==> src/rtl/mem_wb_stage.sv <==
// MEM/WB pipeline stage.
// Captures EX/MEM results and control for writeback and waits on a
// variable-latency data-memory read response for loads. While a load is
// outstanding, the stage stalls upstream and keeps the captured
// control/address in hold registers. A response that never arrives is
// completed after TIMEOUT wait cycles. The write is then suppressed and a
// sticky error flag is raised.
module mem_wb_stage #(
  parameter int DATA_W  = 64,
  parameter int TIMEOUT = 16,
  parameter int CNT_W   = $clog2(TIMEOUT + 1)
) (
  input  logic              clk,
  input  logic              reset,
  input  logic              flush,
  input  logic              ex_valid,
  input  logic              ex_MemRead,
  input  logic              ex_MemtoReg,
  input  logic              ex_RegWrite,
  input  logic [4:0]        ex_Rd,
  input  logic [DATA_W-1:0] ex_alu_result,
  input  logic              dm_rvalid,
  input  logic [DATA_W-1:0] dm_rdata,
  output logic              mem_stall,
  output logic              wb_valid,
  output logic              MemtoReg,
  output logic              RegWrite,
  output logic [4:0]        wb_Rd,
  output logic [DATA_W-1:0] dm_read_data,
  output logic [DATA_W-1:0] dm_address,
  output logic              mem_err
);

  typedef enum logic [0:0] {
    ST_IDLE = 1'b0,
    ST_WAIT = 1'b1
  } state_t;

  localparam logic [CNT_W-1:0] TIMEOUT_C = CNT_W'(TIMEOUT);
  localparam logic [CNT_W-1:0] CNT_ONE   = CNT_W'(1);
  localparam logic [CNT_W-1:0] CNT_ZERO  = {CNT_W{1'b0}};
  localparam logic [4:0]       RD_XZR    = 5'd31;

  state_t              state_r, state_nxt_s;
  logic [CNT_W-1:0]    cnt_r, cnt_nxt_s;

  logic                hold_memtoreg_r, hold_memtoreg_nxt_s;
  logic                hold_regwrite_r, hold_regwrite_nxt_s;
  logic [4:0]          hold_rd_r, hold_rd_nxt_s;
  logic [DATA_W-1:0]   hold_addr_r, hold_addr_nxt_s;

  logic                wb_valid_r, wb_valid_nxt_s;
  logic                memtoreg_r, memtoreg_nxt_s;
  logic                regwrite_r, regwrite_nxt_s;
  logic [4:0]          wb_rd_r, wb_rd_nxt_s;
  logic [DATA_W-1:0]   rdata_r, rdata_nxt_s;
  logic [DATA_W-1:0]   addr_r, addr_nxt_s;
  logic                mem_err_r, mem_err_nxt_s;

  // Register writes to XZR are dropped at capture time.
  logic                ex_wr_en_s;
  assign ex_wr_en_s = ex_RegWrite & (ex_Rd != RD_XZR);

  // Stall while a load is issued without data or still waiting short of timeout.
  assign mem_stall = reset &
                     (((state_r == ST_IDLE) & ex_valid & ex_MemRead & ~dm_rvalid) |
                      ((state_r == ST_WAIT) & ~dm_rvalid & (cnt_r != TIMEOUT_C)));

  // Next-state and next-output logic. Flush overrides every other transition.
  always_comb begin
    state_nxt_s         = state_r;
    cnt_nxt_s           = cnt_r;
    hold_memtoreg_nxt_s = hold_memtoreg_r;
    hold_regwrite_nxt_s = hold_regwrite_r;
    hold_rd_nxt_s       = hold_rd_r;
    hold_addr_nxt_s     = hold_addr_r;
    wb_valid_nxt_s      = 1'b0;
    regwrite_nxt_s      = 1'b0;
    memtoreg_nxt_s      = memtoreg_r;
    wb_rd_nxt_s         = wb_rd_r;
    rdata_nxt_s         = rdata_r;
    addr_nxt_s          = addr_r;
    mem_err_nxt_s       = mem_err_r;

    if (flush) begin
      state_nxt_s = ST_IDLE;
      cnt_nxt_s   = CNT_ZERO;
    end else begin
      case (state_r)
        ST_IDLE: begin
          if (ex_valid && !ex_MemRead) begin
            memtoreg_nxt_s = ex_MemtoReg;
            regwrite_nxt_s = ex_wr_en_s;
            wb_rd_nxt_s    = ex_Rd;
            addr_nxt_s     = ex_alu_result;
            rdata_nxt_s    = {DATA_W{1'b0}};
            wb_valid_nxt_s = 1'b1;
          end else if (ex_valid && dm_rvalid) begin
            memtoreg_nxt_s = ex_MemtoReg;
            regwrite_nxt_s = ex_wr_en_s;
            wb_rd_nxt_s    = ex_Rd;
            addr_nxt_s     = ex_alu_result;
            rdata_nxt_s    = dm_rdata;
            wb_valid_nxt_s = 1'b1;
          end else if (ex_valid) begin
            hold_memtoreg_nxt_s = ex_MemtoReg;
            hold_regwrite_nxt_s = ex_wr_en_s;
            hold_rd_nxt_s       = ex_Rd;
            hold_addr_nxt_s     = ex_alu_result;
            cnt_nxt_s           = CNT_ONE;
            state_nxt_s         = ST_WAIT;
          end else begin
            wb_valid_nxt_s = 1'b0;
          end
        end
        ST_WAIT: begin
          if (dm_rvalid) begin
            memtoreg_nxt_s = hold_memtoreg_r;
            regwrite_nxt_s = hold_regwrite_r;
            wb_rd_nxt_s    = hold_rd_r;
            addr_nxt_s     = hold_addr_r;
            rdata_nxt_s    = dm_rdata;
            wb_valid_nxt_s = 1'b1;
            cnt_nxt_s      = CNT_ZERO;
            state_nxt_s    = ST_IDLE;
          end else if (cnt_r == TIMEOUT_C) begin
            memtoreg_nxt_s = hold_memtoreg_r;
            regwrite_nxt_s = 1'b0;
            wb_rd_nxt_s    = hold_rd_r;
            addr_nxt_s     = hold_addr_r;
            rdata_nxt_s    = {DATA_W{1'b0}};
            wb_valid_nxt_s = 1'b1;
            mem_err_nxt_s  = 1'b1;
            cnt_nxt_s      = CNT_ZERO;
            state_nxt_s    = ST_IDLE;
          end else begin
            cnt_nxt_s = cnt_r + CNT_ONE;
          end
        end
        default: begin
          state_nxt_s = ST_IDLE;
          cnt_nxt_s   = CNT_ZERO;
        end
      endcase
    end
  end

  // FSM state and wait counter.
  always_ff @(posedge clk or negedge reset) begin
    if (!reset) begin
      state_r <= ST_IDLE;
      cnt_r   <= CNT_ZERO;
    end else begin
      state_r <= state_nxt_s;
      cnt_r   <= cnt_nxt_s;
    end
  end

  // Hold registers for an outstanding load.
  always_ff @(posedge clk or negedge reset) begin
    if (!reset) begin
      hold_memtoreg_r <= 1'b0;
      hold_regwrite_r <= 1'b0;
      hold_rd_r       <= 5'd0;
      hold_addr_r     <= {DATA_W{1'b0}};
    end else begin
      hold_memtoreg_r <= hold_memtoreg_nxt_s;
      hold_regwrite_r <= hold_regwrite_nxt_s;
      hold_rd_r       <= hold_rd_nxt_s;
      hold_addr_r     <= hold_addr_nxt_s;
    end
  end

  // Writeback output registers and the sticky error flag.
  always_ff @(posedge clk or negedge reset) begin
    if (!reset) begin
      wb_valid_r <= 1'b0;
      memtoreg_r <= 1'b0;
      regwrite_r <= 1'b0;
      wb_rd_r    <= 5'd0;
      rdata_r    <= {DATA_W{1'b0}};
      addr_r     <= {DATA_W{1'b0}};
      mem_err_r  <= 1'b0;
    end else begin
      wb_valid_r <= wb_valid_nxt_s;
      memtoreg_r <= memtoreg_nxt_s;
      regwrite_r <= regwrite_nxt_s;
      wb_rd_r    <= wb_rd_nxt_s;
      rdata_r    <= rdata_nxt_s;
      addr_r     <= addr_nxt_s;
      mem_err_r  <= mem_err_nxt_s;
    end
  end

  assign wb_valid     = wb_valid_r;
  assign MemtoReg     = memtoreg_r;
  assign RegWrite     = regwrite_r;
  assign wb_Rd        = wb_rd_r;
  assign dm_read_data = rdata_r;
  assign dm_address   = addr_r;
  assign mem_err      = mem_err_r;

endmodule
==> config.mk <==
export PLATFORM = sky130hd
export DESIGN_NAME = mem_wb_stage
export DESIGN_NICKNAME = d
export VERILOG_FILES = /design/src/rtl/mem_wb_stage.sv
export SDC_FILE = /design/constraint.sdc
export NUM_CORES = 1
export LEC_CHECK = 0
export CAP_MARGIN = 10
export CORE_MARGIN = 2
export CORE_UTILIZATION = 40
export CTS_BUF_LIST = sky130_fd_sc_hd__clkbuf_4 sky130_fd_sc_hd__clkbuf_8
export DETAILED_ROUTE_END_ITERATION = 8
export GPL_TIMING_DRIVEN = 0
export PLACE_DENSITY = 0.7
export SYNTH_ARGS = -nofsm -noshare
export SYNTH_HDL_FRONTEND = slang
export SYNTH_SLANG_ARGS = --single-unit
export TNS_END_PERCENT = 50
==> constraint.sdc <==
create_clock -name clk -period 4.11 [get_ports clk]
set_input_delay 0.6165 -clock clk [delete_from_list [all_inputs] [get_ports clk]]
set_output_delay 0.6165 -clock clk [all_outputs]
set_load 0.03 [all_outputs]
==> results of run 1 <==
-- metrics by stage --
| stage | utilization, % | setup slack, ns | area, um2 | power, uW |
|---|---|---|---|---|
| after floorplan | - | 1.63 | 9400 | 3910 |
| after global placement | 54.1 | -7.12 | 12600 | 4830 |
| after detailed placement | 54.3 | 0.596 | 12600 | 4870 |
| after CTS | 57.8 | 0.515 | 13400 | 6980 |
| after global routing | 57.8 | 0.439 | 13400 | 7210 |
| final | 57.8 | 0.636 | 13400 | 6880 |
-- logic make-up after synthesis --
kind of cell    after synthesis  synth area share [%]
mux                         274                  32.8
compound gates               15                  1.22
fa+ha+maj                     2                 0.266
simple gates                 91                  6.06
xor+xnor                      1                0.0932
buf+inv                      47                  2.56
flops                       214                  57.0
-- placed cells by master (no fill, tap or decap), drive strengths merged --
cell type and instances:
and3 64, nor2b 1, ha 2, nor3b 3, o211ai 1, clkbuf 81
clkdlybuf4s50 277, nand4b 1, xnor2 1, o21bai 1, and3b 2, or2 1
o21ai 5, clkinv 2, nand2 6, nor2 1, a211oi 1, a31oi 1
a21oi 1, a41oi 1, nand3 6, o2bb2ai 1, dfrtp 214, o32ai 1
mux2 274, buf 28, nand4bb 1, or3b 1, a32o 1, nand3b 1
nand2b 3, o31ai 1, inv 4, clkinvlp 1
-- worst max-delay path, stage by stage (launching register included) --
cell and delay [ns]:
dfrtp_1 0.31, buf_2 0.20, buf_2 0.33, buf_1 0.44, a21oi_1 0.13, nor3b_1 0.21
clkdlybuf4s50_1 0.72
-- registers in the layout, indices dropped and copies added (netlist names), 5 cells and up --
register and flops:
hold_addr_r 64, dm_read_data 64, hold_rd_r 5, wb_Rd 5
cnt_r 5, dm_address 64
-- final timing paths --
kind | startpoint | endpoint | cells past startpoint
worst max-delay path | state_r$_DFF_PN0_ | mem_stall | 6
worst min-delay path | reset | hold_addr_r[40]$_DFFE_PN0P_ | 1
worst max register to register | cnt_r[0]$_DFFE_PN0P_ | dm_read_data[28]$_DFFE_PN0P_ | 7
worst min register to register | mem_err$_DFFE_PN0P_ | mem_err$_DFFE_PN0P_ | 2
max in group asynchronous | reset | dm_read_data[61]$_DFFE_PN0P_ | 3
min in group clk | mem_err$_DFFE_PN0P_ | mem_err$_DFFE_PN0P_ | 2
-- layout make-up --
type                            instances  area [um2]  share of cell area (%)
Inverter                                3        11.3                  0.0837
Sequential cell                       214        5360                    39.8
Multi-Input combinational cell        383        3800                    28.3
Clock buffer                           62         778                    5.79
Clock inverter                          4        30.0                   0.223
Tap cell                              319         399                    2.97
Buffer                                 44         229                    1.70
Timing Repair Buffer                  280        2840                    21.1
-- metal layers --
metal / global-route usage [%] / vias up / part of all wire (%)
met5: 0 / - / 0
met4: 5.32 / 0 / 1.8
met3: 7.02 / 41 / 9.6
met2: 30.9 / 221 / 47
met1: 22.9 / 3199 / 42
li1: - / 2976 / -
-- power by group through the flow --
stage	Combinational, uW	Clock, uW	Sequential [uW]
final	2050	2060	2770
after global routing	2160	2230	2820
after CTS	2070	2140	2770
after detailed placement	2060	0	2800
after global placement	2040	0	2790
after floorplan	563	0	3350
==> results by group, run 1 <==
Detailed routing
  – Vias: 6,437
  – WL final: 23,500 um
  – Drt initial violations: 224
  – Iteration count of the initial detailed-routing pass: 6
  – # DRC: 0
  – Post-route ant nets: 0
  – Vias per inst: 4.92
  – WL/cell: 18.0 um

Critical path
  – Reg-to-reg setup timing slack: 1.61 ns
  – Crit-path max FO: 10
  – CP endpoint kind: output pin
  – WP data required: 3.49 ns
  – Critical Path Source Type: flop
  – CP arrival: 2.86 ns
  – Worst setup path class: flop to output pin

Floorplan
  – Top Ports: 279
  – DIE AREA: 24,700 um2
  – Row Count: 56
  – Core footprint: 23,300 um2
  – Die W: 157 um
  – Starting Density: 40.4%
  – Die height: 157 um

Synth
  – Synth Register Bits: 214
  – Top FF cell, synth: dfrtp_1
  – Number of flops mapped to enable cells by yosys: 0
  – Seq/Total Area, Yosys: 57.0%
  – Top post-synthesis cells by area: dfrtp_1 57%, mux2_2 32%, and3_1 4.3%, buf_2 0.96%, clkbuf_1 0.76%
  – Synthesized cell area: 9400 um2
  – Async S/R FF share, synth: 100%
  – Most numerous cell in the Yosys netlist: mux2_2
  – Netlist cell types: 35
  – Cells after Synth: 644
  – Synth warnings: 0
  – Syn Nets: 787
  – Synth area leader: dfrtp_1
  – Avg Inst Size Synth: 14.6 um2
  – Synth top area share: 57.0%
  – Post-synth top cells: 270 x mux2_2, 214 x dfrtp_1, 64 x and3_1, 19 x clkbuf_1, 18 x buf_2

Global route
  – Initial antenna violation count: 1
  – Congestion Overflow GR: 0
  – Wire length of the first global-routing pass: 36,300 um
  – Gr usage total: 18.7%
  – Largest net degree at the start of global routing: 81
  – Via count of the first global-routing pass: 6,725

STA
  – FMAX: 0.288 GHz
  – Final Hold Fails: 0
  – Relative slew slack: 59.1%
  – Slew Limit Fails: 0
  – Worst Skew: 0.0111 ns
  – Unrepaired setup endpoints after global routing: no
  – Slew at the pin with the worst max-slew slack: 0.611 ns
  – Final period util: 84.5%
  – Setup tns final: 0 ns
  – Hold slack: 0.00960 ns
  – Endpoints failing setup: 0
  – Final worst path period need: 3.47 ns

Clock tree
  – Post-CTS Hold Buffers: 0
  – CTS Buf Count: 39
  – Worst skew pair latency: 0.53 ns
  – Sink Count: 214
  – H-tree depth: 2
  – Post-CTS sizing: 0
  – CTS Buffer Depth: 3
  – # Post-CTS Setup Buffers: 0
  – Root buf cell: clkbuf_8
  – CTS tree: yes
  – Worst-path clk slew: 0.05 ns

Place
  – Dpl hpwl: 16,600 um
  – Inst Count DP: 1,243
  – PortBufs: 278
  – Routability cong.: 0.711

Power
  – Worst IR Drop VDD: 0.270 mV
  – Share of power burned in registers: 40.2%
  – Sw Share: 30.5%
  – Combinational power share: 29.8%
  – Clock network fraction of design power: 30.0%
  – Pint: 4780 uW
  – PwrDens: 511 nW/um2
  – Switch Pwr: 2100 uW
  – Lkg Pwr: 0.00576 uW

Run
  – Max cap viols: 0

Status
  – Status: complete, no violations

Layout
  – Layout Cells excl Fill: 1,309
  – Antenna cells: 0
  – Layout Nets: 1,108
  – Layout cell share with drive strength beyond 1: 37.1%
  – Fillcell total: 1,968
  – Area growth from synthesis to layout: 43.1%

Hold path
  – Worst hold-check path type: primary input to async pin
Note: power is estimated with default switching activity, not from simulation.
==> run 2, diff against run 1 <==
--- a/config.mk
+++ b/config.mk
@@ -11,7 +11,7 @@
 export CTS_BUF_LIST = sky130_fd_sc_hd__clkbuf_4 sky130_fd_sc_hd__clkbuf_8
 export DETAILED_ROUTE_END_ITERATION = 8
 export GPL_TIMING_DRIVEN = 0
-export PLACE_DENSITY = 0.7
+export PLACE_DENSITY = 0.72
 export SYNTH_ARGS = -nofsm -noshare
 export SYNTH_HDL_FRONTEND = slang
 export SYNTH_SLANG_ARGS = --single-unit
==> constraint.sdc (replaced) <==
create_clock -name clk -period 2.9 [get_ports clk]
set_input_delay 0.435 -clock clk [delete_from_list [all_inputs] [get_ports clk]]
set_output_delay 0.435 -clock clk [all_outputs]
set_load 0.03 [all_outputs]
==> run 2 against run 1 <==
Against the previous run: cell count grew 0.23%; sequential power grew 42%; flip-flop and latch count is the same; largest cell class unchanged; combinational power grew 42%; utilization grew 0.11 points; non-clock buffer count grew 2; critical endpoint unchanged; routed wire length grew 0.90%; first-iteration DRC count grew 8.9%; critical path depth shrank 1; die area is the same; via count is essentially flat; global-route usage grew 0.39 points.
==> results by group, run 2 (synthesis results as in run 1) <==
Detailed routing
  – Iteration count of the initial detailed-routing pass: 6 (unchanged)
  – Drt initial violations: 244 (+8.9%)
  – Vias per inst: 4.91 (-0.20%)
  – # DRC: 0 (unchanged)
  – WL/cell: 18.1 um (+0.67%)
  – WL final: 23,700 um (+0.90%)
  – Post-route ant nets: 0 (unchanged)
  – Vias: 6,439 (+0.031%)

STA
  – Final period util: 93.1%
  – Slew Limit Fails: 0 (unchanged)
  – FMAX: 0.370 GHz
  – Endpoints failing setup: 0 (unchanged)
  – Slew at the pin with the worst max-slew slack: 0.639 ns (+0.0276 ns)
  – Final worst path period need: 2.70 ns
  – Unrepaired setup endpoints after global routing: no
  – Hold slack: 0.465 ns (+0.455 ns)
  – Worst Skew: 0.0249 ns (+0.0138 ns)
  – Setup tns final: 0 ns (unchanged)
  – Relative slew slack: 57.3% (-1.8 points)
  – Final Hold Fails: 0 (unchanged)

Layout
  – Sequential cell area: 5360 um2 (unchanged)
  – Most frequent cells in the layout: 276 x clkdlybuf4s50_1, 270 x mux2_2, 214 x dfrtp_1
  – Layout Nets: 1,109 (+0.090%)
  – Fillcell total: 1,965 (-0.15%)
  – Antenna cells: 0 (unchanged)
  – Area growth from synthesis to layout: 43.4%
  – Multi-input gate area: 3800 um2 (unchanged)
  – Layout cell share with drive strength beyond 1: 37.3% (+0.19 points)
  – Commonest non-fill, non-tap cell in the layout: clkdlybuf4s50_1

Floorplan
  – Die height: 157 um (unchanged)
  – Die W: 157 um (unchanged)
  – Starting Density: 40.4% (unchanged)
  – Top Ports: 279 (unchanged)
  – Core footprint: 23,300 um2 (unchanged)
  – Row Count: 56 (unchanged)
  – DIE AREA: 24,700 um2 (unchanged)

Global route
  – Via count of the first global-routing pass: 6,797 (+1.1%)
  – Largest net degree at the start of global routing: 117 (+44%)
  – Wire length of the first global-routing pass: 37,100 um (+2.0%)
  – Congestion Overflow GR: 0 (unchanged)
  – Initial antenna violation count: 0 (-1)
  – Gr usage total: 19.1% (+0.39 points)

Critical path
  – CP endpoint kind: output pin
  – CP arrival: 2.26 ns (-0.60 ns)
  – Worst setup path class: primary input to output pin
  – Crit path buf inv count: 4 (unchanged)
  – Crit-path cells: dlygate4sd3_1 -> buf_8 -> buf_16 -> nor3b_1 -> dlygate4sd2_1
  – Largest stage delay on the critical path: 0.57 ns (-0.15 ns)
  – Crit-path max FO: 116 (+106)
  – CP max-delay cell: dlygate4sd3_1
  – Critical Path Source Type: primary input
  – Delay-heaviest family, CP: buffers and inverters
  – WP data required: 2.47 ns (-1.02 ns)

Clock tree
  – CTS tree: yes
  – Worst-path clk slew: 0.05 ns (about the same)
  – Sink Count: 214 (unchanged)
  – CTS Buf Count: 38 (-2.6%)
  – CTS Buffer Depth: 3 (unchanged)
  – H-tree depth: 2 (unchanged)
  – Root buf cell: clkbuf_8
  – # Post-CTS Setup Buffers: 0 (unchanged)
  – Worst skew pair latency: 0.53 ns (about the same)

Place
  – PortBufs: 278 (unchanged)
  – Dpl hpwl: 16,100 um (-2.8%)
  – Routability cong.: 0.702 (-1.3%)

Hold path
  – Worst hold-check path type: flop to flop

Power
  – Lkg Pwr: 0.00578 uW (+0.26%)
  – PwrDens: 718 nW/um2 (+40%)
  – Total power: 9670 uW (+41%)
  – Worst IR Drop VDD: 0.373 mV (+38%)

Status
  – Status: complete, no violations

Run
  – Max cap viols: 0 (unchanged)
-- run 2: power breakdown --
| group | internal, uW | switching, uW |
|---|---|---|
| clock network | 1610 | 1220 |
| registers | 3620 | 304 |
| logic | 1470 | 1450 |
| total | 6690 | 2970 |
-- run 2: repair_timing --
action	in CTS	in global routing
endpoints found under the hold margin	57	0
gates resized for setup	1	1
hold buffers	4	0
setup endpoints to repair	1	1
cloned	0	0
-- run 2: routing by layer --
| metal | track usage (%) | wire length, um | vias to the layer above |
|---|---|---|---|
| met5 | 0 | 0 | - |
| met4 | 5.71 | 514 | 0 |
| met3 | 7.82 | 2400 | 43 |
| met2 | 30.7 | 10900 | 236 |
| met1 | 23.6 | 9880 | 3182 |
| li1 | - | - | 2978 |
-- run 2: cell type report --
class	instances	area share, %
flip-flops and latches	214	39.7
inverters	3	0.0836
clock buffers	63	5.51
well taps	319	2.96
plain buffers	43	1.69
repair buffers	283	21.6
multi-input cells	383	28.2
clock inverters	4	0.214
-- run 2: metrics by stage --
| step | worst slack [ns] | utilization, % | std cells | area (um2) |
|---|---|---|---|---|
| final | 0.200 | 57.9 | 1312 | 13500 |
| after global routing | 0.0297 | 57.9 | 1312 | 13500 |
| after CTS | 0.124 | 57.9 | 1312 | 13500 |
| after detailed placement | -0.124 | 54.2 | 1242 | 12600 |
| after global placement | -8.12 | 54.1 | 1241 | 12600 |
| after floorplan | 0.597 | - | 644 | 9400 |
-- run 2: final timing paths --
path	start	endpoint	slack (ns)	cells past startpoint
max	reset	mem_stall	0.20	5
min	mem_err$_DFFE_PN0P_	mem_err$_DFFE_PN0P_	0.46	2
max reg2reg	cnt_r[0]$_DFFE_PN0P_	dm_read_data[24]$_DFFE_PN0P_	0.33	7
min reg2reg	mem_err$_DFFE_PN0P_	mem_err$_DFFE_PN0P_	0.46	2
max in group asynchronous	reset	hold_addr_r[53]$_DFFE_PN0P_	1.81	3
min in group asynchronous	reset	dm_read_data[8]$_DFFE_PN0P_	0.53	3
-- run 2: tightest hold or removal path, delay by kind of cell (launching register included) --
family	cells	cell delay, ns
AO/OA/AOI/OAI	1	0.05
buffers and inverters	1	0.04
flip-flops	1	0.34
==> run 3, diff against run 2 <==
--- a/config.mk
+++ b/config.mk
@@ -5,6 +5,7 @@
 export SDC_FILE = /design/constraint.sdc
 export NUM_CORES = 1
 export LEC_CHECK = 0
+export ABC_CLOCK_PERIOD_IN_PS = 2900
 export CAP_MARGIN = 10
 export CORE_MARGIN = 2
 export CORE_UTILIZATION = 40
==> results of run 3 <==
Final layout, timing and power as in run 2 (identical DEF).
